### src/rtl/cache_pkg.sv
// Shared types for the data cache and its memory-side refill controller.
//   refill_state_e : refill controller state encoding
//   fill_t         : one fill write into the cache arrays (way/set/tag/data)
//   word_addr()    : rebuilds a word-aligned byte address from tag + set
package cache_pkg;

  localparam int ADDRESS_WIDTH     = 32;
  localparam int DATA_WIDTH        = 32;
  localparam int SET_SIZE          = 8;
  localparam int TAG_SIZE          = 22;
  localparam int BYTE_OFFSET_WIDTH = 2;

  typedef enum logic [2:0] {
    ST_IDLE,
    ST_WRITEBACK,
    ST_REFILL,
    ST_FILL,
    ST_DONE
  } refill_state_e;

  typedef struct packed {
    logic                  way;
    logic [SET_SIZE-1:0]   set;
    logic [TAG_SIZE-1:0]   tag;
    logic [DATA_WIDTH-1:0] data;
  } fill_t;

  function automatic logic [ADDRESS_WIDTH-1:0] word_addr(
    input logic [TAG_SIZE-1:0] tag,
    input logic [SET_SIZE-1:0] set
  );
    return {tag, set, {BYTE_OFFSET_WIDTH{1'b0}}};
  endfunction

endpackage

### src/rtl/cache_refill_ctrl_if.sv
// Main-memory request bus used by the refill controller.
//   req/we/addr/wdata : request side, driven by the controller (master)
//   ready/rdata       : memory accept; read data valid in the accept cycle (slave)
interface cache_refill_ctrl_if;
  import cache_pkg::*;

  logic                     req;
  logic                     we;
  logic [ADDRESS_WIDTH-1:0] addr;
  logic [DATA_WIDTH-1:0]    wdata;
  logic                     ready;
  logic [DATA_WIDTH-1:0]    rdata;

  modport master (output req, we, addr, wdata, input ready, rdata);
  modport slave  (input req, we, addr, wdata, output ready, rdata);
endinterface

### src/rtl/cache_perf_cnt.sv
// Miss / writeback event counters for the refill controller.
//   clk_i, rst_ni          : clock, async active-low reset
//   clr_i                  : synchronous clear of both counters
//   miss_inc_i, wb_inc_i   : one-cycle increment strobes
//   miss_cnt_o, wb_cnt_o   : 32-bit wrapping counts
module cache_perf_cnt (
  input  logic        clk_i,
  input  logic        rst_ni,
  input  logic        clr_i,
  input  logic        miss_inc_i,
  input  logic        wb_inc_i,
  output logic [31:0] miss_cnt_o,
  output logic [31:0] wb_cnt_o
);

  always_ff @(posedge clk_i or negedge rst_ni) begin
    if (!rst_ni) begin
      miss_cnt_o <= '0;
      wb_cnt_o   <= '0;
    end else if (clr_i) begin
      miss_cnt_o <= '0;
      wb_cnt_o   <= '0;
    end else begin
      if (miss_inc_i) miss_cnt_o <= miss_cnt_o + 32'd1;
      if (wb_inc_i)   wb_cnt_o   <= wb_cnt_o + 32'd1;
    end
  end

endmodule

### src/rtl/cache_refill_ctrl.sv
// Memory-side miss handler for the 2-way data cache. On a miss it writes
// back a dirty victim word, reads the missing word from main memory and
// issues a single fill strobe to the cache, holding the pipeline meanwhile.
//   clk_i, rst_ni           : clock, async active-low reset
//   miss_i, miss_addr_i     : miss request (level) and its byte address
//   victim_*_i              : victim way / dirty / tag / data from the cache
//   fill_*_o                : one-cycle fill write back into the cache
//   stall_o                 : pipeline hold
//   mem                     : main-memory request bus (master side)
//   perf_miss_o, perf_wb_o  : event counts; live only with CACHE_PERF_CNT_EN
//                             defined, otherwise tied to 0
module cache_refill_ctrl
  import cache_pkg::*;
(
  input  logic                      clk_i,
  input  logic                      rst_ni,
  input  logic                      miss_i,
  input  logic [ADDRESS_WIDTH-1:0]  miss_addr_i,
  input  logic                      victim_way_i,
  input  logic                      victim_dirty_i,
  input  logic [TAG_SIZE-1:0]       victim_tag_i,
  input  logic [DATA_WIDTH-1:0]     victim_data_i,
  output logic                      fill_valid_o,
  output logic                      fill_way_o,
  output logic [SET_SIZE-1:0]       fill_set_o,
  output logic [TAG_SIZE-1:0]       fill_tag_o,
  output logic [DATA_WIDTH-1:0]     fill_data_o,
  output logic                      stall_o,
  cache_refill_ctrl_if.master       mem,
  output logic [31:0]               perf_miss_o,
  output logic [31:0]               perf_wb_o
);

  localparam int SET_LO = BYTE_OFFSET_WIDTH;
  localparam int TAG_LO = BYTE_OFFSET_WIDTH + SET_SIZE;

  refill_state_e state_q, state_d;
  fill_t                 fill_q;     // way/set/tag captured at miss, data at read
  logic [TAG_SIZE-1:0]   wb_tag_q;
  logic [DATA_WIDTH-1:0] wb_data_q;
  logic                  capture;

  // Byte-in-word bits do not matter for a one-word line.
  logic unused_offset;
  assign unused_offset = ^miss_addr_i[BYTE_OFFSET_WIDTH-1:0];

  assign capture = (state_q == ST_IDLE) && miss_i;

  always_ff @(posedge clk_i or negedge rst_ni) begin
    if (!rst_ni) begin
      state_q   <= ST_IDLE;
      fill_q    <= '0;
      wb_tag_q  <= '0;
      wb_data_q <= '0;
    end else begin
      state_q <= state_d;
      if (capture) begin
        fill_q.way <= victim_way_i;
        fill_q.set <= miss_addr_i[SET_LO +: SET_SIZE];
        fill_q.tag <= miss_addr_i[TAG_LO +: TAG_SIZE];
        wb_tag_q   <= victim_tag_i;
        wb_data_q  <= victim_data_i;
      end
      if (state_q == ST_REFILL && mem.ready)
        fill_q.data <= mem.rdata;
    end
  end

  // Request signals decode only the registered state, so they are glitch-free
  // and hold steady while memory stalls.
  always_comb begin
    state_d   = state_q;
    mem.req   = 1'b0;
    mem.we    = 1'b0;
    mem.addr  = '0;
    mem.wdata = '0;
    case (state_q)
      ST_IDLE: begin
        if (miss_i) state_d = victim_dirty_i ? ST_WRITEBACK : ST_REFILL;
      end
      ST_WRITEBACK: begin
        mem.req   = 1'b1;
        mem.we    = 1'b1;
        mem.addr  = word_addr(wb_tag_q, fill_q.set);
        mem.wdata = wb_data_q;
        if (mem.ready) state_d = ST_REFILL;
      end
      ST_REFILL: begin
        mem.req  = 1'b1;
        mem.addr = word_addr(fill_q.tag, fill_q.set);
        if (mem.ready) state_d = ST_FILL;
      end
      ST_FILL: state_d = ST_DONE;
      // Turnaround so the cache re-lookup sees the freshly written array.
      ST_DONE: state_d = ST_IDLE;
      default: state_d = ST_IDLE;
    endcase
  end

  assign fill_valid_o = (state_q == ST_FILL);
  assign fill_way_o   = fill_q.way;
  assign fill_set_o   = fill_q.set;
  assign fill_tag_o   = fill_q.tag;
  assign fill_data_o  = fill_q.data;

  // Gated by reset so every output reads 0 while reset is held.
  assign stall_o = rst_ni & (miss_i | (state_q != ST_IDLE));

`ifdef CACHE_PERF_CNT_EN
  cache_perf_cnt u_perf (
    .clk_i      (clk_i),
    .rst_ni     (rst_ni),
    .clr_i      (1'b0),
    .miss_inc_i (capture),
    .wb_inc_i   ((state_q == ST_WRITEBACK) && mem.ready),
    .miss_cnt_o (perf_miss_o),
    .wb_cnt_o   (perf_wb_o)
  );
`else
  assign perf_miss_o = '0;
  assign perf_wb_o   = '0;
`endif

endmodule

### src/flat_wrapper.sv
// flat-port wrapper written by rule: the top's interface ports become plain ports
module cache_refill_ctrl_flat import cache_pkg::*;
  (clk_i, rst_ni, miss_i, miss_addr_i, victim_way_i, victim_dirty_i, victim_tag_i, victim_data_i, fill_valid_o, fill_way_o, fill_set_o, fill_tag_o, fill_data_o, stall_o, perf_miss_o, perf_wb_o, mem_req, mem_we, mem_addr, mem_wdata, mem_ready, mem_rdata);
  cache_refill_ctrl_if mem_i ();
  input  logic clk_i;
  input  logic rst_ni;
  input  logic miss_i;
  input  logic [ADDRESS_WIDTH-1:0] miss_addr_i;
  input  logic victim_way_i;
  input  logic victim_dirty_i;
  input  logic [TAG_SIZE-1:0] victim_tag_i;
  input  logic [DATA_WIDTH-1:0] victim_data_i;
  output logic fill_valid_o;
  output logic fill_way_o;
  output logic [SET_SIZE-1:0] fill_set_o;
  output logic [TAG_SIZE-1:0] fill_tag_o;
  output logic [DATA_WIDTH-1:0] fill_data_o;
  output logic stall_o;
  output logic [31:0] perf_miss_o;
  output logic [31:0] perf_wb_o;
  output wire logic [$bits(mem_i.req)-1:0] mem_req;
  output wire logic [$bits(mem_i.we)-1:0] mem_we;
  output wire logic [$bits(mem_i.addr)-1:0] mem_addr;
  output wire logic [$bits(mem_i.wdata)-1:0] mem_wdata;
  input wire logic [$bits(mem_i.ready)-1:0] mem_ready;
  input wire logic [$bits(mem_i.rdata)-1:0] mem_rdata;
  assign mem_req = mem_i.req;
  assign mem_we = mem_i.we;
  assign mem_addr = mem_i.addr;
  assign mem_wdata = mem_i.wdata;
  assign mem_i.ready = mem_ready;
  assign mem_i.rdata = mem_rdata;
  cache_refill_ctrl u_core (.clk_i(clk_i), .rst_ni(rst_ni), .miss_i(miss_i), .miss_addr_i(miss_addr_i), .victim_way_i(victim_way_i), .victim_dirty_i(victim_dirty_i), .victim_tag_i(victim_tag_i), .victim_data_i(victim_data_i), .fill_valid_o(fill_valid_o), .fill_way_o(fill_way_o), .fill_set_o(fill_set_o), .fill_tag_o(fill_tag_o), .fill_data_o(fill_data_o), .stall_o(stall_o), .mem(mem_i), .perf_miss_o(perf_miss_o), .perf_wb_o(perf_wb_o));
endmodule
### config.mk
export PLATFORM = sky130hd
export DESIGN_NAME = cache_refill_ctrl_flat
export DESIGN_NICKNAME = d
export VERILOG_FILES = /design/src/rtl/cache_pkg.sv /design/src/rtl/cache_refill_ctrl_if.sv /design/src/rtl/cache_perf_cnt.sv /design/src/rtl/cache_refill_ctrl.sv /design/src/flat_wrapper.sv
export SDC_FILE = /design/constraint.sdc
export NUM_CORES = 1
export LEC_CHECK = 0
export ABC_AREA = 1
export BUFFER_PORTS_ARGS = -buffer_cell sky130_fd_sc_hd__buf_2
export CORE_AREA = 2 2 123 125
export CTS_BUF_LIST = sky130_fd_sc_hd__clkbuf_16
export DETAILED_ROUTE_END_ITERATION = 12
export DIE_AREA = 0 0 125 127
export PLACE_DENSITY_LB_ADDON = 0.3
export SLEW_MARGIN = 20
export SYNTH_ARGS = -nofsm -noshare
export SYNTH_HDL_FRONTEND = slang
export SYNTH_SLANG_ARGS = --single-unit
export TNS_END_PERCENT = 50
### constraint.sdc
create_clock -name clk_i -period 3.4 [get_ports clk_i]
set_input_delay 0.68 -clock clk_i [delete_from_list [all_inputs] [get_ports clk_i]]
set_output_delay 0.68 -clock clk_i [all_outputs]
set_load 0.01 [all_outputs]
==> impl_metrics.json <==
{
  "critPathLaunchType": "register",
  "ioPinCount": 319,
  "numCtsBuffers": 17,
  "mostFrequentLayoutCells": "249 x sky130_fd_sc_hd__buf_2, 185 x sky130_fd_sc_hd__nand2_1, 120 x sky130_fd_sc_hd__dfrtp_1",
  "drcViolationCount": 0,
  "achievable_frequency_ghz": 0.363,
  "cts_hold_buf": 0,
  "ys_seq_area_share_pct": 52.4,
  "port_buffers": 250,
  "worstPathMaxFanout": 41,
  "chipWidth_um": 125,
  "crit_required_ps": 2720,
  "ys_warn_count": 0,
  "crit_type": "reg -> out",
  "detailed_place.area_sq_um": 6840,
  "syn_to_final_growth_pct": 29.5,
  "nFillCells": 1453,
  "report.final.slew_viol_count": 0,
  "timing.max_slew.rel_slack_pct": 52.5,
  "average_vias_per_placed_instance": 4.27,
  "wire_length_of_the_first_global_routing_pass_um": 22300,
  "worst_ep_arrival_time_ps": 2080,
  "worst_setup_path_end_kind": "output port",
  "status": "complete, no violations",
  "avgSynthCellArea_sq_um": 8.09,
  "yosys.cell_types.count": 20,
  "ys_seq_elements": 120,
  "grt_pass1_vias": 4583,
  "final_core_utilization_pct": 51.5,
  "fin_worst_skew_ps": 6.32,
  "grt_overflow": 0,
  "drtPass1Iterations": 4,
  "post-route-min-period_ps": 2760,
  "detailroute.via_count": 4896,
  "cts.root.buffer_cell": "sky130_fd_sc_hd__clkbuf_16",
  "num-nets-final": 1074,
  "synth_area_sq_um": 5740,
  "leakage_nw": 4.54,
  "synth_cells": 709,
  "postCtsSetupBuffers": 0,
  "cts-resized-gates": 0,
  "path_clk_slew_ps": 60,
  "post_drt_wl_per_cell_um": 12.2,
  "cts.htree.levels": 4,
  "detail_route.iter0.violations": 280,
  "clock_sink_count": 120,
  "placementRows": 44,
  "grt_setup_unrepaired": "no",
  "drive_gt1_share_pct": 30.2,
  "max_slew.worst_pin.slew_ps": 712,
  "detail_route.wirelength_um": 14000,
  "finalWeightedCongestion": 0.801,
  "final_hold_viol_count": 0,
  "grt_antenna_before_repair": 0,
  "floorplan.die.height_um": 127,
  "min_path_type": "in -> async",
  "cts_max_path_bufs": 2,
  "insertion_delay_ps": 410,
  "dp_hpwl_um": 9860,
  "fin_area_sq_um": 7420,
  "tritoncts": "built",
  "floorplan.initialDensity_pct": 39.8,
  "maxCapViolCount": 0,
  "vdd.ir_drop.worst_v": 0.000519,
  "power_density_nw_per_um2": 947,
  "tns_ps": 0,
  "endpoints_failing_setup": 0,
  "count_of_nets_left_with_antenna_violations_after_detail_routing": 0,
  "final_min_period_over_clock_period_pct": 81.1,
  "placeableCoreArea_sq_um": 14400,
  "grt_usage_pct": 17.5,
  "num_antenna_cells": 0,
  "most_common_cell_after_layout_fill_and_taps_aside": "sky130_fd_sc_hd__buf_2",
  "die_area_sq_um": 15900,
  "largest_net_degree_at_the_start_of_global_routing": 121
}
[worst paths after layout]
path	start	end	slack, ps	depth (start not counted)
max in group asynchronous	rst_ni	u_core.wb_data_q[26]	2500	2
min in group clk_i	u_core.fill_data_o[10]	u_core.fill_data_o[10]	460	2
worst min-delay path	rst_ni	u_core.wb_tag_q[4]	420	2
worst min register to register	u_core.fill_data_o[10]	u_core.fill_data_o[10]	460	2
worst max register to register	u_core.state_q[0]	u_core.fill_data_o[14]	950	7
worst max-delay path	u_core.state_q[0]	mem_addr[16]	640	6
[layer usage]
layer | routed length [um] | track usage [%] | vias up
met5 | 0 | 0 | -
met4 | 191 | 6.54 | 0
met3 | 1160 | 5.95 | 18
met1 | 5780 | 21.0 | 2192
li1 | - | - | 2501
met2 | 6840 | 29.4 | 185
[sequential cells by signal, indices dropped and copies added (netlist names)]
signal	flops
u_core.state_q	3
u_core.fill_way_o	1
u_core.wb_tag_q	22
u_core.fill_set_o	8
u_core.wb_data_q	32
u_core.fill_tag_o	22
u_core.fill_data_o	32
[per-stage QoR]
| step | setup slack, ps | instances | total power, mW | hold WS, ps |
|---|---|---|---|---|
| 3_3_place_gp | 917 | 1115 | 5.26 | 449 |
| 3_5_place_dp | 906 | 1115 | 5.32 | 453 |
| 5_1_grt | 463 | 1147 | 7.62 | 471 |
| 4_1_cts | 593 | 1147 | 7.14 | 454 |
| 2_1_floorplan | 1540 | 774 | 4.27 | 384 |
| 6_report | 641 | 1147 | 7.03 | 419 |
[synthesized netlist by cell type]
cell type | instances | area share (%)
sky130_fd_sc_hd__nand3_4 | 1 | 0.31
sky130_fd_sc_hd__clkbuf_1 | 9 | 0.59
sky130_fd_sc_hd__o21ai_1 | 5 | 0.44
sky130_fd_sc_hd__o21a_1 | 1 | 0.13
sky130_fd_sc_hd__conb_1 | 1 | 0.065
sky130_fd_sc_hd__buf_1 | 3 | 0.20
sky130_fd_sc_hd__nand3_2 | 1 | 0.17
sky130_fd_sc_hd__a21oi_1 | 40 | 3.5
sky130_fd_sc_hd__nand3b_1 | 1 | 0.13
sky130_fd_sc_hd__o21ai_0 | 40 | 3.5
sky130_fd_sc_hd__buf_6 | 7 | 1.4
sky130_fd_sc_hd__dfrtp_1 | 120 | 52
sky130_fd_sc_hd__nor2_1 | 82 | 5.4
sky130_fd_sc_hd__nand3_1 | 36 | 3.1
sky130_fd_sc_hd__nor2_4 | 1 | 0.20
sky130_fd_sc_hd__buf_2 | 14 | 1.2
sky130_fd_sc_hd__clkbuf_8 | 1 | 0.24
sky130_fd_sc_hd__nand2_1 | 185 | 12
sky130_fd_sc_hd__inv_1 | 93 | 6.1
sky130_fd_sc_hd__buf_4 | 68 | 8.9
[cell families after synthesis]
family / Yosys count / synth area share (%)
AND/OR/NAND/NOR: 307 / 21.4
buffers and inverters: 195 / 18.6
flip-flops: 120 / 52.4
AO/OA/AOI/OAI: 86 / 7.55
other: 1 / 0.0654
[cell type report]
class                   count  area [sq um]  area share [%]
flip-flops and latches    120          3000            40.4
clock inverters            15           161            2.17
repair buffers            259          1350            18.1
clock buffers              17           425            5.73
well taps                 184           230            3.10
inverters                  93           349            4.70
multi-input cells         459          1910            25.7
[worst max-delay path, stage by stage, from the launching register on]
cell                      delay, ps
sky130_fd_sc_hd__dfrtp_1        430
sky130_fd_sc_hd__nor2_4         190
sky130_fd_sc_hd__nand2_1        120
sky130_fd_sc_hd__inv_2          520
sky130_fd_sc_hd__nand2_1        130
sky130_fd_sc_hd__nand2_1        110
sky130_fd_sc_hd__buf_2          130
[power breakdown]
| group | internal (mW) | switching (mW) |
|---|---|---|
| sequential | 2.10 | 0.330 |
| combinational | 1.04 | 1.78 |
| clock | 1.14 | 0.643 |
Note: power is estimated with default switching activity, not from simulation.
